`config.mk`:
```
export PLATFORM = sky130hd
export DESIGN_NAME = one_hot_rr_arb
export DESIGN_NICKNAME = d
export VERILOG_FILES = /design/src/rtl/one_hot_arb_pkg.sv /design/src/rtl/one_hot_rr_arb_pri_pick.sv /design/src/rtl/one_hot_rr_arb.sv
export SDC_FILE = /design/constraint.sdc
export NUM_CORES = 1
export LEC_CHECK = 0
export ABC_AREA = 0
export CORE_ASPECT_RATIO = 1.2
export CORE_MARGIN = 5
export CORE_UTILIZATION = 50
export CTS_CLUSTER_DIAMETER = 100
export DETAILED_ROUTE_END_ITERATION = 16
export GPL_ROUTABILITY_DRIVEN = 0
export PLACE_DENSITY = 0.72
export SYNTH_ARGS = -nofsm -noshare
export SYNTH_HDL_FRONTEND = slang
export SYNTH_SLANG_ARGS = --single-unit
```
`constraint.sdc`:
```
create_clock -name clk -period 6.2 [get_ports clk]
set_clock_uncertainty 0.2 [all_clocks]
set_input_delay 1.24 -clock clk [delete_from_list [all_inputs] [get_ports clk]]
set_output_delay 1.24 -clock clk [all_outputs]
set_load 0.03 [all_outputs]
```
`src/rtl/one_hot_arb_pkg.sv`:
```
// Shared types and limits for the one-hot round-robin arbiter.
// Holds no per-instance parameters; widths are set by each instance.
package one_hot_arb_pkg;

    localparam int unsigned ARB_CNT_MIN = 2;
    localparam int unsigned ARB_CNT_MAX = 32;

    typedef enum logic {
        IDLE  = 1'b0,
        GRANT = 1'b1
    } arb_state_e;

endpackage

```
`src/rtl/one_hot_rr_arb_pri_pick.sv`:
```
// Rotating-priority picker: first set bit of (req & ~mask), searching from ptr
// upward with wrap at CNT-1. Purely combinational.
module rr_pri_pick
    import one_hot_arb_pkg::*;
#(
    parameter int unsigned CNT  = 5,
    parameter int unsigned IDXW = $clog2(CNT)
) (
    input  logic [CNT-1:0]  req,
    input  logic [CNT-1:0]  mask,
    input  logic [IDXW-1:0] ptr,
    output logic [CNT-1:0]  pick,
    output logic [IDXW-1:0] pick_idx
);

    logic [CNT-1:0]  cand;
    logic [IDXW-1:0] pos;
    logic            found;

    always_comb begin
        cand     = req & ~mask;
        pick     = '0;
        pick_idx = '0;
        found    = 1'b0;
        pos      = ptr;
        for (int unsigned k = 0; k < CNT; k++) begin
            if (!found && cand[pos]) begin
                found     = 1'b1;
                pick[pos] = 1'b1;
                pick_idx  = pos;
            end
            // pos never leaves 0..CNT-1, so no index past the last requester
            pos = (pos == IDXW'(CNT - 1)) ? '0 : pos + 1'b1;
        end
    end

endmodule

```
`src/rtl/one_hot_rr_arb.sv`:
```
// One-hot round-robin arbiter with registered grant, held until ack.
// Optional ONE_HOT_ARB_LOCK_EN adds a lock input that keeps ownership across acks.
module one_hot_rr_arb
    import one_hot_arb_pkg::*;
#(
    parameter int unsigned CNT  = 5,
    parameter int unsigned IDXW = $clog2(CNT)
) (
    input  logic            clk,
    input  logic            rst,
    input  logic [CNT-1:0]  req,
    input  logic            ack,
`ifdef ONE_HOT_ARB_LOCK_EN
    input  logic            lock,
`endif
    output logic [CNT-1:0]  gnt,
    output logic            gnt_vld,
    output logic [IDXW-1:0] gnt_idx
);

    arb_state_e      state;
    logic [IDXW-1:0] ptr;
    logic [IDXW-1:0] ptr_adv;
    logic [IDXW-1:0] pick_ptr;
    logic [IDXW-1:0] pick_idx;
    logic [CNT-1:0]  pick;
    logic [CNT-1:0]  mask;
    logic            rel_gnt;

    assign ptr_adv = (gnt_idx == IDXW'(CNT - 1)) ? '0 : gnt_idx + 1'b1;

`ifdef ONE_HOT_ARB_LOCK_EN
    assign rel_gnt = (state == GRANT) && ack && !lock;
`else
    assign rel_gnt = (state == GRANT) && ack;
`endif

    // On release the next pick already sees the advanced pointer and excludes
    // the outgoing owner, giving back-to-back grants without an idle bubble.
    assign pick_ptr = rel_gnt ? ptr_adv : ptr;
    assign mask     = (state == GRANT) ? gnt : '0;

    rr_pri_pick #(
        .CNT  (CNT),
        .IDXW (IDXW)
    ) u_pick (
        .req      (req),
        .mask     (mask),
        .ptr      (pick_ptr),
        .pick     (pick),
        .pick_idx (pick_idx)
    );

    always_ff @(posedge clk) begin
        if (rst) begin
            state   <= IDLE;
            ptr     <= '0;
            gnt     <= '0;
            gnt_vld <= 1'b0;
            gnt_idx <= '0;
        end else begin
            unique case (state)
                IDLE: begin
                    if (|pick) begin
                        state   <= GRANT;
                        gnt     <= pick;
                        gnt_vld <= 1'b1;
                        gnt_idx <= pick_idx;
                    end
                end
                GRANT: begin
                    if (rel_gnt) begin
                        ptr <= ptr_adv;
                        if (|pick) begin
                            gnt     <= pick;
                            gnt_vld <= 1'b1;
                            gnt_idx <= pick_idx;
                        end else begin
                            state   <= IDLE;
                            gnt     <= '0;
                            gnt_vld <= 1'b0;
                            gnt_idx <= '0;
                        end
                    end
                end
                default: begin
                    state   <= IDLE;
                    gnt     <= '0;
                    gnt_vld <= 1'b0;
                    gnt_idx <= '0;
                end
            endcase
        end
    end

endmodule

```
Yosys cells after proc, flatten, opt, wreduce, memory -nomap -nowiden
Cells that the tools add are included.
W data, S select, Z words.
- $lt $le $gt $ge: 10
- equality and inequality tests: 7
- mux-type cells: 55
- bitwise logic cells: 7
- reductions and logical operators: 16
- $add $sub $neg: 5
- operators by type and width (operator ; number):
    $mux W5 ; 9
    $mux W3 ; 14
    $lt A3 B4 Y1 const B ; 5
    $or A5 B5 Y5 ; 4
    $mux W1 ; 18
    $add A3 B1 Y3 const B ; 5
    $bmux W1 S3 ; 5
    $demux W1 S3 ; 5
    $eq A3 B3 Y1 const B ; 5
    $ge A3 B1 Y1 const B ; 5
    $logic_and A1 B1 Y1 ; 10
    $pmux W5 S2 ; 1
    $pmux W3 S2 ; 1
    $and A5 B5 Y5 ; 1
    $not A5 Y5 ; 1
    $reduce_or A5 Y1 ; 1
    $logic_not A1 Y1 ; 4
    $pmux W1 S2 ; 2
    $ne A2 B1 Y1 const B ; 1
    $ne A2 B2 Y1 const B ; 1
    $reduce_and A2 Y1 ; 1
    $not A1 Y1 ; 1
- input bits: 8
- logic and storage cells: 105
- register bits: 13

Longest topological paths before layout
- word-level depth: 22
- depth in mapped cells: 26

Modules after synthesis
A second synthesis with hierarchy kept.
- cells, all modules: 221
- area, all modules: 1739.2 µm²
- by module, submodules not included (module ; times used ; cells each ; seq. area each (µm²) ; area each (µm²)):
    rr_pri_pick ; 1 ; 140 ; 0.0 ; 996.0
    one_hot_rr_arb ; 1 ; 81 ; 260.2 ; 743.2

Worst setup path before layout
OpenSTA, ideal clock, no wires.
- kind: input -> register
- start point: in ack
- end point: reg gnt[2]
- path slack: -271 ps
- path buffers: 4
- data arrival time: 6150 ps
- stages: 23
- data required time: 5878 ps
- cell sequence: and2_1 -> buf_2 -> mux2i_1 -> buf_2 -> ha_1 -> o311ai_0 -> nand2_1 -> ha_1 -> nor2b_1 -> a221oi_4 -> ha_1 -> clkbuf_1 -> nor4bb_1 -> mux2_2 -> nor2_1 -> a21o_1 -> a41o_2 -> a221oi_1 -> o31ai_2 -> or2_1 -> buf_6 -> or2_1 -> o311a_1
- cells in the longest elaborated chain, start to end: 21
- RTL lines (item ; RTL line ; RTL):
    start, declared ; one_hot_rr_arb.sv:12 ; input logic ack,
    $logic_and A1 B1 Y1 (*) ; one_hot_rr_arb.sv:35 ; assign rel_gnt = (state == GRANT) && ack;
    branches (longest 20 deep; another with $lt A3 B4 Y1) ; - ;
    end signal, assigned ; one_hot_rr_arb.sv:66 ; gnt <= pick;
    end signal, assigned ; one_hot_rr_arb.sv:75 ; gnt <= pick;
    end, declared ; one_hot_rr_arb.sv:16 ; output logic [CNT-1:0] gnt,
Every way passes the cells marked *. The select of a mux whose other input is x is not followed.
A chain may end at the register's enable or synchronous reset.

Worst setup path in the final report
Same ends and word-level chain as after synthesis.

==> qor.yml <==
outcome: "completed"
area_growth_pct: 30.3
slowest_stage: "or3_4"
top_layer_used: "met4"
critPathBufInv: 3
worst_slack_ps: 389
post-route-period-util_pct: 93.7
clk_pin_slew_ps: 60
grt_pass1_vias: 2367
nNetsFinal: 354
cp_data_arrival_time_ps: 5750
wl_met2_um: 3400
cp-end-kind: "flop"
grt.overflow.total: 0
cts_buffers: 3
antenna_left: 0
synthMostInstantiatedCell: "nor2_1"
tritoncts: "built"
crit_fanout: 8
max_stage_delay_ps: 440
fin_area_sq_um: 2780
num-fill-cells: 381
crit_chain: "dlymetal6s2s_1 -> and2_4 -> mux2i_4 -> ha_2 -> o311ai_1 -> nand2_1 -> ha_4 -> nand2_1 -> a311oi_2 -> a221oi_4 -> ha_1 -> buf_4 -> and3_1 -> mux2_2 -> nor2_2 -> a21o_1 -> a41oi_2 -> buf_4 -> nand3b_1 -> o211ai_2 -> or3_4 -> or2_1 -> o311a_1"
core-area_sq_um: 4200
yosys_register_bits: 13
synth-main-ff-cell: "dfxtp_1"
htreeDepth: 1
synth.area.top_cells: "dfxtp_1 (12%), nor2_1 (5.6%), ha_1 (4.7%), nand2_1 (4.0%), a21oi_1 (4.0%)"
hp-class: "flop to flop"
post-place-ws_ps: -251
root_buffer: "clkbuf_8"
clock_latency_ps: 250
syn-num-nets: 301
start_util_pct: 50.9
clock_sinks: 13
antenna_found_initial: 0
syn_area_per_cell_sq_um: 7.50
critPathRequiredTime_ps: 6140
wl_met1_um: 2980
clockBufferDepth: 2
max_freq_mhz: 172
drc: 0
yosys.area.top_type_share_pct: 12.2
worstSetupStartpointType: "primary input"
hold_violations: 0
grt_max_degree: 28
yosys_warnings: 0
num_vias: 2484
maxSlewHeadroom_pct: 46.6
gr-usage-all-layers_pct: 24.4
worstMarginPinSlew_ps: 781
viasPerCell: 6.32
rsz0062_at_grt: "no"
yosys-top-cells-count: "nor2_1 (32), nand2_1 (23), a21oi_1 (17), dfxtp_1 (13), inv_1 (10)"
fp.dieArea_sq_um: 5690
die_w_um: 69.7
multiInputGateArea_sq_um: 1840
syn_inst: 285
drv_slew: 0
setup_tns_ps: 0
cts_hold_buf: 0
route.met3.wl_um: 221
diodes: 0
ys_types: 84
finalSetupViolCount: 0
io-pin-count: 17
drt-total-wl_um: 6870
rows: 26
port_buffers: 16
cp_top_family: "simple AND/OR/NAND/NOR gates"
yosysTopAreaCell: "dfxtp_1"
drv_cap: 0
final_layout_size_suffix_gt1_share_pct: 28.2
fin_crit_ps: 5810
critPathKind: "primary input to flop"
hpwlAfterDp_um: 5430
ys_async_sr_fraction_pct: 0
ys_seq_area_share_pct: 12.2
grt_pass1_wl_um: 11200
postPlaceCellArea_sq_um: 2670
syn-cell-area_sq_um: 2140
final-seq-area_sq_um: 260
dr.pass1.iters: 4
fp.dieH_um: 81.6
detail_route.wl_per_cell_um: 17.5
drt_iter0_markers: 175
synth_edf_count: 0
stage by stage:
stage,utilization [%],cells,hold WS (ps)
6_report,66.3,393,281
5_1_grt,66.3,393,300
4_1_cts,65.1,391,284
3_5_place_dp,63.7,387,268
3_3_place_gp,63.7,387,259
2_1_floorplan,-,285,314
layout make-up:
| cell class | instances | area share [%] |
|---|---|---|
| flip-flops and latches | 13 | 9.35 |
| well taps | 56 | 2.52 |
| repair buffers | 64 | 18.8 |
| multi-input cells | 245 | 66.2 |
| clock buffers | 4 | 1.62 |
| inverters | 11 | 1.53 |
placed cells by master, fill, tap and decap left out, types with 3 or more instances in the layout:
cell and instances:
and2_1 4, a221oi_1 3, o221ai_1 3, o21ai_0 9
nand2b_1 5, clkbuf_8 3, o22ai_1 3, nor2b_1 5
nor3_1 8, mux2_2 3, nand4_1 7, inv_1 10
buf_4 48, nor2_1 31, ha_1 5, a21oi_1 16
a21o_1 5, clkdlybuf4s50_1 15, and3_1 5, a211oi_1 6
dfxtp_1 13, a21boi_0 3, mux2i_1 3, nand3_1 9
o31ai_2 3, nand2_1 22, nand3b_1 3, o31a_1 3
metal layers:
metal	track usage, %	up-vias
li1	-	1210
met4	12.3	0
met2	43.5	72
met5	0	-
met3	1.59	26
met1	29.9	1176
worst reg2reg max path, cell delays in order (launching register included):
cell and delay (ps):
dfxtp_1 430, inv_1 70, ha_1 230, a21oi_1 320, mux2i_4 150, ha_2 210
o311ai_1 90, nand2_1 170, ha_4 300, nand2_1 50, a311oi_2 330, a221oi_4 60
ha_1 220, buf_4 160, and3_1 170, mux2_2 300, nor2_2 160, a21o_1 200
a41oi_2 190, buf_4 190, nand3b_1 90, o211ai_2 110, or3_4 440, or2_1 250
o311a_1 290
timing repair:
action                                  CTS  global route
pin swaps                                 1             5
endpoints found under the setup margin    2            10
buffers inserted                          0             2
gates resized for setup                   2             9
hold endpoints to repair                  0             0
sequential cells by signal, indices dropped and copies added (netlist names):
name     cells
gnt          5
gnt_vld      1
gnt_idx      3
ptr          3
state        1
cell families after synthesis:
kind of cell,count (synthesis),synth area share [%]
xor+xnor,2,0.820
compound gates,99,38.6
flops,13,12.2
simple gates,125,31.6
buf+inv,27,5.80
fa+ha+maj,8,4.68
mux,11,6.32
final timing paths:
check                     startpoint                    to  slack (ps)  cells after the start
min reg2reg     gnt_vld$_SDFFE_PP0P_  gnt_vld$_SDFFE_PP0P_         280                      2
min             gnt_vld$_SDFFE_PP0P_  gnt_vld$_SDFFE_PP0P_         280                      2
max reg2reg  gnt_idx[0]$_SDFFE_PP0P_   gnt[2]$_SDFFE_PP0P_         720                     24
max                              ack   gnt[2]$_SDFFE_PP0P_         390                     23
Power is left out: the tool's default activity adds up to more than one toggle a clock period on the data nets, which glitch-free logic cannot reach.
